<file path="config.mk">
export PLATFORM = sky130hd
export DESIGN_NAME = irq_request_ctrl
export DESIGN_NICKNAME = d
export VERILOG_FILES = /design/src/rtl/irq_request_ctrl.sv
export SDC_FILE = /design/constraint.sdc
export NUM_CORES = 1
export LEC_CHECK = 0
export BUFFER_PORTS_ARGS = -buffer_cell sky130_fd_sc_hd__buf_2
export CAP_MARGIN = 10
export CORE_ASPECT_RATIO = 1.5
export CORE_UTILIZATION = 54
export CTS_CLUSTER_SIZE = 40
export DETAILED_ROUTE_END_ITERATION = 6
export PLACE_DENSITY = 0.82
export RECOVER_POWER = 100
export SLEW_MARGIN = 20
export SYNTH_ARGS = -nofsm -noshare
export SYNTH_HDL_FRONTEND = slang
export SYNTH_SLANG_ARGS = --single-unit
</file>
<file path="constraint.sdc">
create_clock -name clk -period 2.5 [get_ports clk]
set_input_delay 0.125 -clock clk [delete_from_list [all_inputs] [get_ports clk]]
set_output_delay 0.125 -clock clk [all_outputs]
set_load 0.01 [all_outputs]
</file>
<file path="src/rtl/irq_request_ctrl.sv">
// Multi-channel IRQ request controller: synchronises external lines, tracks edge/level
// pending state, and issues one prioritised, acknowledged, EOI-terminated request at a time.
module irq_request_ctrl #(
  parameter int N_CH = 8,
  parameter int ID_W = $clog2(N_CH)
) (
  input  logic            clk,
  input  logic            clr,
  input  logic [N_CH-1:0] EX_irq,
  input  logic [N_CH-1:0] edge_mode,
  input  logic [N_CH-1:0] mask_en,
  input  logic            CPSR_7,
  input  logic            INTA_irq,
  input  logic            EOI,
  output logic            INT_irq,
  output logic [ID_W-1:0] INT_id,
  output logic [N_CH-1:0] pending,
  output logic            in_service
);

  typedef enum logic [1:0] {IDLE, REQ, SERVICE} state_t;

  state_t          state;
  logic [N_CH-1:0] s1;
  logic [N_CH-1:0] s2;
  logic [N_CH-1:0] s2_d;
  logic [N_CH-1:0] rise;
  logic [N_CH-1:0] eligible;
  logic [N_CH-1:0] ack_clear;
  logic [N_CH-1:0] pending_next;
  logic [ID_W-1:0] winner;
  logic            any_eligible;
  logic            ack;

  assign rise         = s2 & ~s2_d;
  assign eligible     = pending & mask_en;
  assign any_eligible = |eligible;
  assign ack          = (state == REQ) && INTA_irq;

  // Only an edge channel loses its pending bit on acknowledge; a new edge in the same cycle wins.
  always_comb begin
    ack_clear = '0;
    if (ack) ack_clear[INT_id] = edge_mode[INT_id];
  end

  assign pending_next = (edge_mode & (rise | (pending & ~ack_clear))) | (~edge_mode & s2);

  always_comb begin
    winner = '0;
    for (int i = N_CH - 1; i >= 0; i--) begin
      if (eligible[i]) winner = ID_W'(i);
    end
  end

  always_ff @(posedge clk or posedge clr) begin
    if (clr) begin
      s1      <= '0;
      s2      <= '0;
      s2_d    <= '0;
      pending <= '0;
    end else begin
      s1      <= EX_irq;
      s2      <= s1;
      s2_d    <= s2;
      pending <= pending_next;
    end
  end

  // INT_id is frozen once a request is raised; no preemption until EOI returns to IDLE.
  always_ff @(posedge clk or posedge clr) begin
    if (clr) begin
      state      <= IDLE;
      INT_irq    <= 1'b0;
      INT_id     <= '0;
      in_service <= 1'b0;
    end else begin
      unique case (state)
        IDLE: begin
          if (!CPSR_7 && any_eligible) begin
            state   <= REQ;
            INT_irq <= 1'b1;
            INT_id  <= winner;
          end
        end
        REQ: begin
          if (INTA_irq) begin
            state      <= SERVICE;
            INT_irq    <= 1'b0;
            in_service <= 1'b1;
          end else if (CPSR_7 || !eligible[INT_id]) begin
            state   <= IDLE;
            INT_irq <= 1'b0;
          end
        end
        SERVICE: begin
          if (EOI) begin
            state      <= IDLE;
            in_service <= 1'b0;
          end
        end
        default: begin
          state   <= IDLE;
          INT_irq <= 1'b0;
        end
      endcase
    end
  end

endmodule
</file>
; ---- Word level (Yosys, flattened, before mapping)
; Cells that the tools add are included.
; W data, S select, Z words.
[totals]
out_inout_bits = 13
ram_bits = 0
memories = 0
ff_bits = 39
latch_bits = 0
input_bits = 29
word_cells = 68
mem_bits_ro = 0
[classes]
shift = 0
n_eq_ne = 6
mul = 0
magnitude_cmp = 2
add_sub_neg = 0
div = 0
muxes = 27
n_reduce_logical = 13
n_bitwise = 12
[ops]
columns = operator, count
row1 = $and A8 B8 Y8, 6
row2 = $mux W3, 8
row3 = $not A8 Y8, 3
row4 = $or A8 B8 Y8, 2
row5 = $reduce_and A3 Y1, 3
row6 = $mux W1, 8
row7 = $mux W2, 4
row8 = $mux W8, 1
row9 = $reduce_or A8 Y1, 1
row10 = $bmux W1 S3, 2
row11 = $ne A2 B2 Y1 const B, 3
row12 = $pmux W2 S3, 1
row13 = $lt A3 B4 Y1 const B, 1
row14 = $demux W1 S3, 1
row15 = $ge A3 B1 Y1 const B, 1
row16 = $logic_and A1 B1 Y1, 3
row17 = $ne A3 B2 Y1 const B, 1
row18 = $pmux W1 S3, 1
row19 = $eq A2 B1 Y1 const B, 1
row20 = $eq A2 B2 Y1 const B, 1
row21 = $logic_not A1 Y1, 2
row22 = $logic_not A2 Y1, 1
row23 = $pmux W1 S2, 1
row24 = $reduce_and A2 Y1, 1
row25 = other kinds (3), 3

; ---- Logic depth before layout (Yosys ltp)
; Gate-level depths: netlist (run 1).
[logic_depth]
word_depth = 11
depth_mapped = 5
mapped_depth_nobuf = 4

; ---- Worst setup path before layout (run 1)
; Ideal clock, no wire load.
[synth_timing]
path_kind = reg-to-reg
startpoint = register INT_id[0]
endpoint = register pending[7]
arrival_ns = 1.444
setup_time_ns = 0.066
period_less_slack_ns = 1.510
stages_incl_launch_ff = 6
setup_slack_ns = 0.990
t_required_ns = 2.434
path_buffers = 1
path_cell_list = dfrtp_1 > buf_6 > mux4_2 > and2_4 > nand4_1 > a32o_2
[synth_via]
elab_chain_len = 11
elab_cells_between_ends = 14
cone_classes = order compare (2) / mux (5) / bitwise (6) / reduce/logical (1)
[synth_rtl]
columns = item, line
row1 = "start, declared", 16  ; output logic [ID_W-1:0] INT_id,
row2 = "start signal, assigned", 82  ; INT_id <= winner;
row3 = $lt A3 B4 Y1 (not written as such) / $ge A3 B1 Y1 (equally long branches), 43  ; if (ack) ack_clear[INT_id] = edge_mode[INT_id];
row4 = $logic_and A1 B1 Y1 (not written as such), 43
row5 = $mux W1 (not written as such), 43
row6 = $demux W1 S3, 43
row7 = $and A8 B8 Y8 (no line) (*), -
row8 = $mux W8 (*), 43
row9 = $not A8 Y8 (*), 46  ; assign pending_next = (edge_mode & (rise | (pending & ~ack_clear))) | (~edge_mode & s2);
row10 = $and A8 B8 Y8 (*), 46
row11 = $or A8 B8 Y8 (*), 46
row12 = $and A8 B8 Y8 (*), 46
row13 = $or A8 B8 Y8 (*), 46
row14 = net pending_next[7], 30  ; logic [N_CH-1:0] pending_next;
row15 = "end signal, assigned", 65  ; pending <= pending_next;
row16 = "end, declared", 17  ; output logic [N_CH-1:0] pending,
; Mark *: on every way through the listed nets, which the timed path passes. The rest lies on a longest branch. The select of a mux whose other input is x is not followed.
; A chain may end at the register's enable or synchronous reset.

; ---- Final worst setup path (run 1)
[layout_timing]
startpoint = register pending[5]
endpoint = register INT_irq
[layout_via]
elab_chain_len = 7
elab_cells_between_ends = 10
cone_classes = eq/ne (2) / mux (2) / bitwise (1) / reduce/logical (5)
[layout_rtl]
columns = item, line
row1 = $and A8 B8 Y8 (*), 36  ; assign eligible = pending & mask_en;
row2 = $bmux W1 S3, 90  ; end else if (CPSR_7 || !eligible[INT_id]) begin
row3 = $mux W1 (not written as such), 90
row4 = $logic_not A1 Y1, 90
row5 = $logic_or A1 B1 Y1, 90
row6 = $ne A3 B2 Y1 (no line), -
row7 = $reduce_and A3 Y1 (no line) (*), -
row8 = "end signal, assigned", 88  ; INT_irq <= 1'b0;
row9 = "end signal, assigned", 92  ; INT_irq <= 1'b0;
row10 = "end signal, assigned", 103  ; INT_irq <= 1'b0;
row11 = "end, declared", 15  ; output logic INT_irq,
; Mark *: on every way between the ends. The rest lies on a longest branch, timed or not. The select of a mux whose other input is x is not followed.

==> metrics.md, run 1 <==
| Metric | Value |
|---|---|
| First-pass GRT wire length | `5260 um` |
| Vias/cell | `5.54` |
| Synth-to-layout area growth | `28.4%` |
| Final setup violation count | `0` |
| Die area | `a little over 0.003 mm2` |
| CTS Sinks | `39` |
| Critical path arrival | `between 1500 and 2000 ps` |
| Synth Area in Compound Gates | `between 10% and 20%` |
| DR pass1 iterations | `4` |
| GR Overflow Total | `0` |
| CTS root buffer | `clkbuf_8` |
| Inserted Diodes | `0` |
| Port bufs | `41` |
| WL/cell | `between 15 and 20 um` |
| Initial core utilization | `a little under three fifths` |
| Placed wire-length estimate | `roughly 2400 um` |
| Peak supply drop | `a little under 700 uV` |
| Placeable Area | `approximately 0.0027 mm2` |
| Die width | `45.7 um` |
| Worst slew pin tran | `906 ps` |
| Synth top area share | `a little over three fifths` |
| Fin crit period | `~1800 ps` |
| Flop pwr share | `approximately 47%` |
| Switching share of power | `28.4%` |
| Setup bufs post-CTS | `0` |
| Period utilization | `72.1%` |
| R2R setup slack | `approximately 700 ps` |
| Post-Syn Area per Cell | `12.7 um2` |
| Die Ht | `67.5 um` |
| Row count | `23` |
| Pins Over Slew Limit | `0` |
| Post-synthesis mux area share | `just over 6%` |
| Switch Pwr | `between 0.5 and 0.6 mW` |
| Setup TNS | `0 ps` |
| Post-synthesis adder-cell area fraction | `0%` |
| Via count | `around 1200` |
| Worst-path cell chain | `a22o_1, o41ai_1, nor2b_1, a21oi_1` |
| H-tree depth | `2` |
| Slew HR | `39.6%` |
| DRC violations left | `0` |
| Synth Area in Simple Gates | `between 10 and 15%` |
| Reg clk slew, reported paths | `approximately 80 ps` |
| Most frequent cell after synthesis | `dfrtp_1` |
| Outcome | `finished, final reports clean` |
| Cell taking the most area after synthesis | `dfrtp_1` |
| GRT Total Usage | `25.2%` |
| Global placement routability congestion | `0.854` |
| Setup CP Type | `reg -> reg` |
| Main combinational cell family by area after synthesis | `simple AND/OR/NAND/NOR gates` |
| Logic pwr share | `18.8%` |
| CP Max Fanout | `5` |
| Library cells used by synthesis | `29` |
| Syn_nets | `between 150 and 200` |
| Clock latency on the worst-skew pair | `roughly 300 ps` |
| CP max-delay cell | `o41ai_1` |
| Hold Path Class | `in -> reg` |
| TritonCTS Buffers | `5` |
| Post-synthesis sequential area ratio | `between 60% and 70%` |
| Post-route ant nets | `0` |
| Post-cts resize count | `0` |
| Drt initial violations | `26` |
| Synth area leaders | `dfrtp_1 63%, nand2_1 6.3%, a32o_1 5.2%, mux4_2 4.4%, a21oi_1 2.3%` |
| Ys flop type | `dfrtp_1` |
| Num ports | `42` |
| EDFF count, synth | `0` |
| Fmax | `about 0.55 GHz` |
| Register bit total from synthesis | `39` |
| Leak | `around 0.89 nW` |
| Cell Pwr Density | `around 900 mW/mm2` |
| Pin count of the biggest net entering global routing | `40` |
| Vias in the first global route | `approximately 1200` |
| CTS tree | `built` |
| CTS Hold Buffers Added | `9` |
| Max_cap viols | `0` |
| Initial antenna violation count | `0` |
| Int Power | `between 1 and 1.5 mW` |
| Post-Synthesis Cell Area | `0.00154 mm2` |
| Cell family with most CP delay | `compound AO/OA/AOI/OAI gates` |
| Final net count | `slightly above 200` |
| Buffers & Inverters on Critical Path | `0` |
| Xor/xnor share of the synthesized area | `0%` |
| Final Hold Viols | `0` |
| Fraction of registers with async set/reset | `between 90% and 100%` |
| Setup crit end kind | `register` |
| Most common library cells after synthesis | `39 x dfrtp_1, 26 x nand2_1, 8 x a32o_1, 7 x a21oi_1, 7 x nand3_1` |
| Skew final | `~9.4 ps` |
| Post-Route WL | `about 3300 um` |
| Max Root-Sink Buffers | `2` |
| Post-Synthesis Cells | `approximately 120` |
| Fraction of layout instances using a drive strength above 1 | `approximately 25%` |
| Yosys warning total | `0` |
| Design Power | `between 1.5 and 2 mW` |
| Clock share of power | `34.4%` |
| Largest stage delay on the critical path | `720 ps` |
| CP Launch Type | `register` |
| RSZ-0062 raised after global routing | `no` |
| Worst endpoint required time | `~2700 ps` |
layout make-up:
cell class              count  area, um2
clock inverters             3       67.6
flip-flops and latches     39        976
well taps                  37       46.3
repair buffers             51        284
clock buffers               5       68.8
fillers                   210        723
multi-input cells          79        532
inverters                   2       7.51
routing by layer:
metal,up-vias,GRT usage (%),wire length (um)
met3,9,6.42,154
met1,589,29.3,1320
met5,-,0,0
met4,0,14.0,83
li1,562,-,-
met2,37,41.3,1710
sequential cells by signal, indices dropped and copies added (netlist names):
name	cells
INT_id	3
s2	8
in_service	1
INT_irq	1
state	2
s2_d	8
s1	8
pending	8
power groups by stage:
stage               clock (mW)  combinational, mW  sequential (mW)
floorplan                    0              0.272            0.806
global placement             0              0.352            0.836
detailed placement           0              0.353            0.845
CTS                      0.631              0.365            0.833
global route             0.653              0.369            0.850
finish                   0.616              0.336            0.835
worst min-delay path, stage by stage:
cell,delay [ps]
buf_2,90
nor2_1,40
nand2_1,50
nand2_1,50
metrics by stage:
stage / setup slack, ps / util [%] / hold WS (ps) / cell area (um2) / cells
finish: 696 / 73.3 / 85.8 / 1980 / 216
global route: 683 / 73.3 / 106 / 1980 / 216
CTS: 787 / 74.3 / 81.9 / 2010 / 216
detailed placement: 822 / 66.0 / 234 / 1780 / 199
global placement: 868 / 66.0 / 233 / 1780 / 199
floorplan: 990 / - / 156 / 1540 / 122
logic make-up after synthesis:
family          Yosys count
flops                    39
simple gates             48
buf+inv                   4
compound gates           27
mux                       4
path summary, 6_finish.rpt:
kind / from / to / depth (start not counted)
max in group asynchronous: clr / s2[4]$_DFF_PP0_ / 4
min in group asynchronous: clr / s1[1]$_DFF_PP0_ / 4
worst max register to register: pending[5]$_DFF_PP0_ / INT_irq$_DFFE_PP0P_ / 4
worst min register to register: s1[7]$_DFF_PP0_ / s2[7]$_DFF_PP0_ / 0
worst min-delay path: EOI / state[1]$_DFFE_PP0P_ / 4
worst max-delay path: pending[5]$_DFF_PP0_ / INT_irq$_DFFE_PP0P_ / 4
layout by cell type (no fill, tap or decap), drive strengths merged:
cell type / netlist / final
nor2: 4 / 4
nor4b: 1 / 1
and2: 1 / 1
nand3: 7 / 7
o21ai: 2 / 2
nor2b: 1 / 1
buf: 2 / 28
mux4: 4 / 4
nor3: 2 / 2
o41ai: 1 / 1
nand4: 2 / 2
o31ai: 1 / 1
or2: 1 / 1
nand3b: 1 / 1
a22o: 4 / 4
nand2: 26 / 26
and2b: 1 / 1
a32o: 9 / 9
a21o: 1 / 1
inv: 2 / 2
nand2b: 1 / 1
dlygate4sd3: 0 / 9
a21oi: 7 / 7
clkbuf: 0 / 19
clkinvlp: 0 / 1
dfrtp: 39 / 39
o22a: 1 / 1
bufinv: 0 / 2
a22oi: 1 / 1
Note: power is estimated with default switching activity, not from simulation.
==> inputs of run 2 (changes only) <==
--- a/config.mk
+++ b/config.mk
@@ -8,10 +8,10 @@
 export BUFFER_PORTS_ARGS = -buffer_cell sky130_fd_sc_hd__buf_2
 export CAP_MARGIN = 10
 export CORE_ASPECT_RATIO = 1.5
-export CORE_UTILIZATION = 54
+export CORE_UTILIZATION = 51
 export CTS_CLUSTER_SIZE = 40
 export DETAILED_ROUTE_END_ITERATION = 6
-export PLACE_DENSITY = 0.82
+export PLACE_DENSITY = 0.78
 export RECOVER_POWER = 100
 export SLEW_MARGIN = 20
 export SYNTH_ARGS = -nofsm -noshare
==> constraint.sdc (replaced) <==
create_clock -name clk -period 1.9 [get_ports clk]
set_input_delay 0.095 -clock clk [delete_from_list [all_inputs] [get_ports clk]]
set_output_delay 0.095 -clock clk [all_outputs]
set_load 0.01 [all_outputs]
==> run 2 against run 1 <==
Against the previous run: routed wire length up 5.1%; clock power rose by 30%; total power rose by 32%; sequential share of layout area down 0.093 points; first-iteration DRC count increased by 27%; combinational power up 40%; core utilization shrank 4.4 points; non-clock buffer count increased by 1; clock-buffer cell count increased by 1; fmax up 5.7%.
==> metrics.md, run 2 (synthesis results as in run 1) <==
| Metric | Value |
|---|---|
| Outcome | `finished, final reports clean (unchanged)` |
| Hold Path Class | `in -> reg (unchanged)` |
| Post-Route WL | `3440 um (was 3270 um)` |
| CP Max Fanout | `4 (was 5)` |
| Worst hold slack | `64.2 ps (was 85.8 ps)` |
| Worst endpoint required time | `2070 ps (was 2680 ps)` |
| H-tree depth | `2 (unchanged)` |
| Drt initial violations | `33 (was 26)` |
| Via count | `1219 (was 1197)` |
| DR pass1 iterations | `4 (unchanged)` |
| Commonest non-fill, non-tap cell in the layout | `dfrtp_1 (unchanged)` |
| Slew HR | `38.9% (was 39.6%)` |
| Most frequent cells in the layout | `39 x dfrtp_1, 29 x buf_2, 26 x nand2_1 (was 39 x dfrtp_1, 28 x buf_2, 26 x nand2_1)` |
| Setup TNS | `0 ps (unchanged)` |
| Peak supply drop | `773 uV (was 691 uV)` |
| Die width | `46.9 um (was 45.7 um)` |
| CP max-delay cell | `o41ai_1 (unchanged)` |
| Fraction of layout instances using a drive strength above 1 | `24.4% (was 24.6%)` |
| CTS Sinks | `39 (unchanged)` |
| Initial antenna violation count | `0 (unchanged)` |
| Fin crit period | `1710 ps (was 1800 ps)` |
| Num ports | `42 (unchanged)` |
| Placed wire-length estimate | `2540 um (was 2450 um)` |
| Setup CP Type | `reg -> reg (unchanged)` |
| Cell Pwr Density | `1190 mW/mm2 (was 902 mW/mm2)` |
| Final Hold Viols | `0 (unchanged)` |
| CTS root buffer | `clkbuf_8 (unchanged)` |
| Inserted Diodes | `0 (unchanged)` |
| Critical path arrival | `1880 ps (was 1980 ps)` |
| Setup crit end kind | `register (unchanged)` |
| # fillers | `240 (was 210)` |
| Final net count | `208 (was 207)` |
| Cell family with most CP delay | `compound AO/OA/AOI/OAI gates (unchanged)` |
| Clock latency on the worst-skew pair | `290 ps (was 300 ps)` |
| GR Overflow Total | `0 (unchanged)` |
| Post-route ant nets | `0 (unchanged)` |
| Finished Cell Area | `0.00199 mm2 (was 0.00198 mm2)` |
| Leak | `0.896 nW (was 0.890 nW)` |
| Worst slew pin tran | `917 ps (was 906 ps)` |
| Max Root-Sink Buffers | `2 (unchanged)` |
| Period utilization | `89.8% (was 72.1%)` |
| Initial core utilization | `53.6% (was 57.1%)` |
| Placeable Area | `0.00288 mm2 (was 0.00271 mm2)` |
| Buffers & Inverters on Critical Path | `0 (unchanged)` |
| Global placement routability congestion | `0.865 (was 0.854)` |
| Die area | `0.00326 mm2 (was 0.00308 mm2)` |
| CP Launch Type | `register (unchanged)` |
| Max_cap viols | `0 (unchanged)` |
| WL/cell | `15.7 um (was 15.1 um)` |
| Area post-placement | `0.00179 mm2 (was 0.00178 mm2)` |
| TritonCTS Buffers | `5 (unchanged)` |
| Vias/cell | `5.57 (was 5.54)` |
| Reg clk slew, reported paths | `70 ps (was 80 ps)` |
| CTS tree | `built (unchanged)` |
| Row count | `24 (was 23)` |
| Die Ht | `69.4 um (was 67.5 um)` |
| DRC violations left | `0 (unchanged)` |
| Pin count of the biggest net entering global routing | `40 (unchanged)` |
| R2R setup slack | `190 ps (was 700 ps)` |
| Worst-path cell chain | `a22o_1, o41ai_1, nor2b_1, a21oi_1 (unchanged)` |
| Fmax | `0.586 GHz (was 0.554 GHz)` |
| Port bufs | `41 (unchanged)` |
| Vias in the first global route | `1215 (was 1190)` |
| First-pass GRT wire length | `5470 um (was 5260 um)` |
| RSZ-0062 raised after global routing | `no (unchanged)` |
| Design Power | `2.36 mW (was 1.79 mW)` |
| Skew final | `5.86 ps (was 9.37 ps)` |
| Largest stage delay on the critical path | `660 ps (was 720 ps)` |
| Final setup violation count | `0 (unchanged)` |
| Pins Over Slew Limit | `0 (unchanged)` |
| Synth-to-layout area growth | `28.6% (was 28.4%)` |
| GRT Total Usage | `24.5% (was 25.2%)` |
run 2: worst paths after layout:
kind,start,endpoint,cells after the start
worst max-delay path,pending[0]$_DFF_PP0_,INT_irq$_DFFE_PP0P_,4
worst min-delay path,EOI,state[1]$_DFFE_PP0P_,4
worst max register to register,pending[0]$_DFF_PP0_,INT_irq$_DFFE_PP0P_,4
worst min register to register,s1[5]$_DFF_PP0_,s2[5]$_DFF_PP0_,0
max in group asynchronous,clr,s2[5]$_DFF_PP0_,4
min in group asynchronous,clr,s2_d[3]$_DFF_PP0_,4
run 2: routing by layer:
metal	share of wire [%]	GRT usage, %	up-vias
met1	36	27.6	595
li1	-	-	564
met5	0	0	-
met3	5.6	7.55	11
met4	3.5	12.1	0
met2	55	40.0	49
run 2: per-stage QoR:
stage,std cells,utilization (%),setup WS (ps)
6_report,219,68.9,194
3_3_place_gp,202,62.2,327
2_1_floorplan,122,-,390
3_5_place_dp,202,62.2,235
5_1_grt,219,68.9,95.3
4_1_cts,219,70.0,207
run 2: power by group:
| group | switching [mW] | internal, mW |
|---|---|---|
| clock network | 0.278 | 0.524 |
| logic | 0.235 | 0.237 |
| registers | 0.155 | 0.931 |
run 2: final cells by class:
class,instances,area (um2),share of cell area [%]
inverters,2,7.51,0.378
repair buffers,52,289,14.6
well taps,39,48.8,2.46
clock inverters,2,60.1,3.02
flip-flops and latches,39,976,49.1
multi-input cells,79,532,26.8
clock buffers,6,72.6,3.65
run 2: worst min-delay path, stage by stage:
cell and delay [ps]:
buf_2 90, nor2_1 30, nand2_1 60, nand2_1 50
run 2: what timing repair did:
action,CTS,global route
resized for setup,0,0
hold buffers,9,0
buffers inserted,0,0
hold endpoints to repair,47,0
endpoints found under the setup margin,0,0
==> inputs of run 3 (changes only) <==
--- a/config.mk
+++ b/config.mk
@@ -8,10 +8,10 @@
 export BUFFER_PORTS_ARGS = -buffer_cell sky130_fd_sc_hd__buf_2
 export CAP_MARGIN = 10
 export CORE_ASPECT_RATIO = 1.5
-export CORE_UTILIZATION = 51
+export CORE_UTILIZATION = 42
 export CTS_CLUSTER_SIZE = 40
 export DETAILED_ROUTE_END_ITERATION = 6
-export PLACE_DENSITY = 0.78
+export PLACE_DENSITY = 0.66
 export RECOVER_POWER = 100
 export SLEW_MARGIN = 20
 export SYNTH_ARGS = -nofsm -noshare
==> run 3 against run 2 <==
Against the previous run: via count increased by 0.82%; register-to-register slack about the same; flip-flop and latch count did not move; largest cell class unchanged; routed wire length up 0.26%; non-clock buffer count stayed put.
==> metrics.md, run 3 (synthesis results as in run 1) <==
| Metric | Value |
|---|---|
| Slew HR | `37.3% (was 38.9%)` |
| CP Launch Type | `register (unchanged)` |
| Worst hold slack | `59.9 ps (was 64.2 ps)` |
| Pins Over Slew Limit | `0 (unchanged)` |
| Max Root-Sink Buffers | `2 (unchanged)` |
| R2r worst-path depth | `4 (unchanged)` |
| Area post-placement | `0.00180 mm2 (was 0.00179 mm2)` |
| Initial antenna violation count | `0 (unchanged)` |
| Commonest non-fill, non-tap cell in the layout | `dfrtp_1 (unchanged)` |
| Fin crit period | `1700 ps (was 1710 ps)` |
| Worst endpoint required time | `2070 ps (about the same)` |
| Min-Delay Endpoint | `state[1]$_DFFE_PP0P_ (unchanged)` |
| Worst slew pin tran | `941 ps (was 917 ps)` |
| Peak supply drop | `687 uV (was 773 uV)` |
| CP Max Fanout | `4 (unchanged)` |
| Skew final | `12.3 ps (was 5.86 ps)` |
| Design Power | `2.09 mW (was 2.36 mW)` |
| CTS Sinks | `39 (unchanged)` |
| Met3 Wirelength | `162 um (was 191 um)` |
| Vias/cell | `5.54 (was 5.57)` |
| Setup bufs post-CTS | `0 (unchanged)` |
| First-pass GRT wire length | `5740 um (was 5470 um)` |
| GR Overflow Total | `0 (unchanged)` |
| Row count | `26 (was 24)` |
| Setup TNS | `0 ps (unchanged)` |
| Post-route ant nets | `0 (unchanged)` |
| Final Hold Viols | `0 (unchanged)` |
| Hold path startpoint | `EOI (unchanged)` |
| Global placement routability congestion | `0.885 (was 0.865)` |
| Inserted Diodes | `0 (unchanged)` |
| CTS tree | `built (unchanged)` |
| Die width | `51.5 um (was 46.9 um)` |
| Initial core utilization | `44.8% (was 53.6%)` |
| Critical path arrival | `1870 ps (was 1880 ps)` |
| Fmax | `0.589 GHz (was 0.586 GHz)` |
| Pin count of the biggest net entering global routing | `40 (unchanged)` |
| # fillers | `324 (was 240)` |
| TritonCTS Buffers | `5 (unchanged)` |
| M1 wire length | `1360 um (was 1250 um)` |
| DP Worst Slack | `287 ps (was 235 ps)` |
| Die Ht | `76.3 um (was 69.4 um)` |
| Setup crit end kind | `register (unchanged)` |
| Fraction of layout instances using a drive strength above 1 | `24.4% (unchanged)` |
| DRC violations left | `0 (unchanged)` |
| Final worst slack | `202 ps (was 194 ps)` |
| WL/cell | `15.5 um (was 15.7 um)` |
| Clock latency on the worst-skew pair | `290 ps (about the same)` |
| Drt initial violations | `47 (was 33)` |
| Reg clk slew, reported paths | `80 ps (was 70 ps)` |
| Post-Route WL | `3450 um (was 3440 um)` |
| Dpl cells | `205 (was 202)` |
| Placed wire-length estimate | `2540 um (about the same)` |
| GRT Total Usage | `20.3% (was 24.5%)` |
| Final net count | `208 (unchanged)` |
| Vias in the first global route | `1263 (was 1215)` |
| Placeable Area | `0.00345 mm2 (was 0.00288 mm2)` |
| CTS root buffer | `clkbuf_8 (unchanged)` |
| Port bufs | `41 (unchanged)` |
| Post-layout util | `56.3% (was 68.9%)` |
| Hold Path Depth | `4 (unchanged)` |
| Setup CP Type | `reg -> reg (unchanged)` |
| Max layer used | `met4 (unchanged)` |
| FF-to-FF End | `INT_irq$_DFFE_PP0P_ (unchanged)` |
| H-tree depth | `2 (unchanged)` |
| Outcome | `finished, final reports clean (unchanged)` |
| Die area | `0.00393 mm2 (was 0.00326 mm2)` |
| R2R setup slack | `200 ps (was 190 ps)` |
| Num ports | `42 (unchanged)` |
| Finished Layout Cells | `222 (was 219)` |
| Via count | `1229 (was 1219)` |
| DR pass1 iterations | `4 (unchanged)` |
| Hold Path Class | `in -> reg (unchanged)` |
| RR Startpoint | `pending[1]$_DFF_PP0_ (was pending[0]$_DFF_PP0_)` |
| DR WL met2 | `1860 um (was 1880 um)` |
| Max_cap viols | `0 (unchanged)` |
| RSZ-0062 raised after global routing | `no (unchanged)` |
| Synth-to-layout area growth | `25.8% (was 28.6%)` |
| Leak | `0.872 nW (was 0.896 nW)` |
| Cell Pwr Density | `1070 mW/mm2 (was 1190 mW/mm2)` |
| Final setup violation count | `0 (unchanged)` |
| Period utilization | `89.4% (was 89.8%)` |
| Most frequent cells in the layout | `39 x dfrtp_1, 29 x buf_2, 26 x nand2_1 (unchanged)` |
| Finished Cell Area | `0.00194 mm2 (was 0.00199 mm2)` |
## run 3: cell types whose count changed in the layout (fill, tap and decap cells not counted)
cell	before	now
clkinv_2	0	1
bufinv_16	2	0
clkinvlp_4	0	1
## run 3: cell type report
class                      count  area [um2]  share of cell area [%]
inverter                       2        7.51                   0.387
multi-input combinational     79         532                    27.4
clock buffer                   6        72.6                    3.74
clock inverter                 2        12.5                   0.644
tap                           42        52.6                    2.71
timing repair buffer          52         289                    14.9
sequential                    39         976                    50.3
## run 3: power by group
part / switching, mW / internal [mW] / total [mW]
registers: 0.154 / 0.931 / 1.09
clock network: 0.275 / 0.256 / 0.531
logic: 0.232 / 0.236 / 0.469
## run 3: repair_timing
action                                 in CTS  in global routing
hold buffers                                9                  0
endpoints found under the hold margin      47                  0
gates resized for setup                     0                  0
## run 3: how the worst max path moves through the flow
stage                                from                    to  slack, ps
CTS                 INT_id[0]$_DFFE_PP0P_  pending[2]$_DFF_PP0_        260
detailed placement  INT_id[0]$_DFFE_PP0P_  pending[2]$_DFF_PP0_        290
finish               pending[1]$_DFF_PP0_   INT_irq$_DFFE_PP0P_        200
floorplan           INT_id[0]$_DFFE_PP0P_  pending[7]$_DFF_PP0_        390
global placement    INT_id[0]$_DFFE_PP0P_  pending[3]$_DFF_PP0_        320
global route         pending[5]$_DFF_PP0_   INT_irq$_DFFE_PP0P_        100
## run 3: critical path: stages, from the launching register on
cell and delay (ps):
dfrtp_1 420, a22o_1 240, o41ai_1 660, nor2b_1 210
a21oi_1 50
## run 3: per-layer routing
metal | global-route usage (%) | vias to the layer above
li1 | - | 565
met1 | 23.3 | 614
met2 | 34.5 | 45
met3 | 5.19 | 5
met4 | 8.65 | 0
met5 | 0 | -
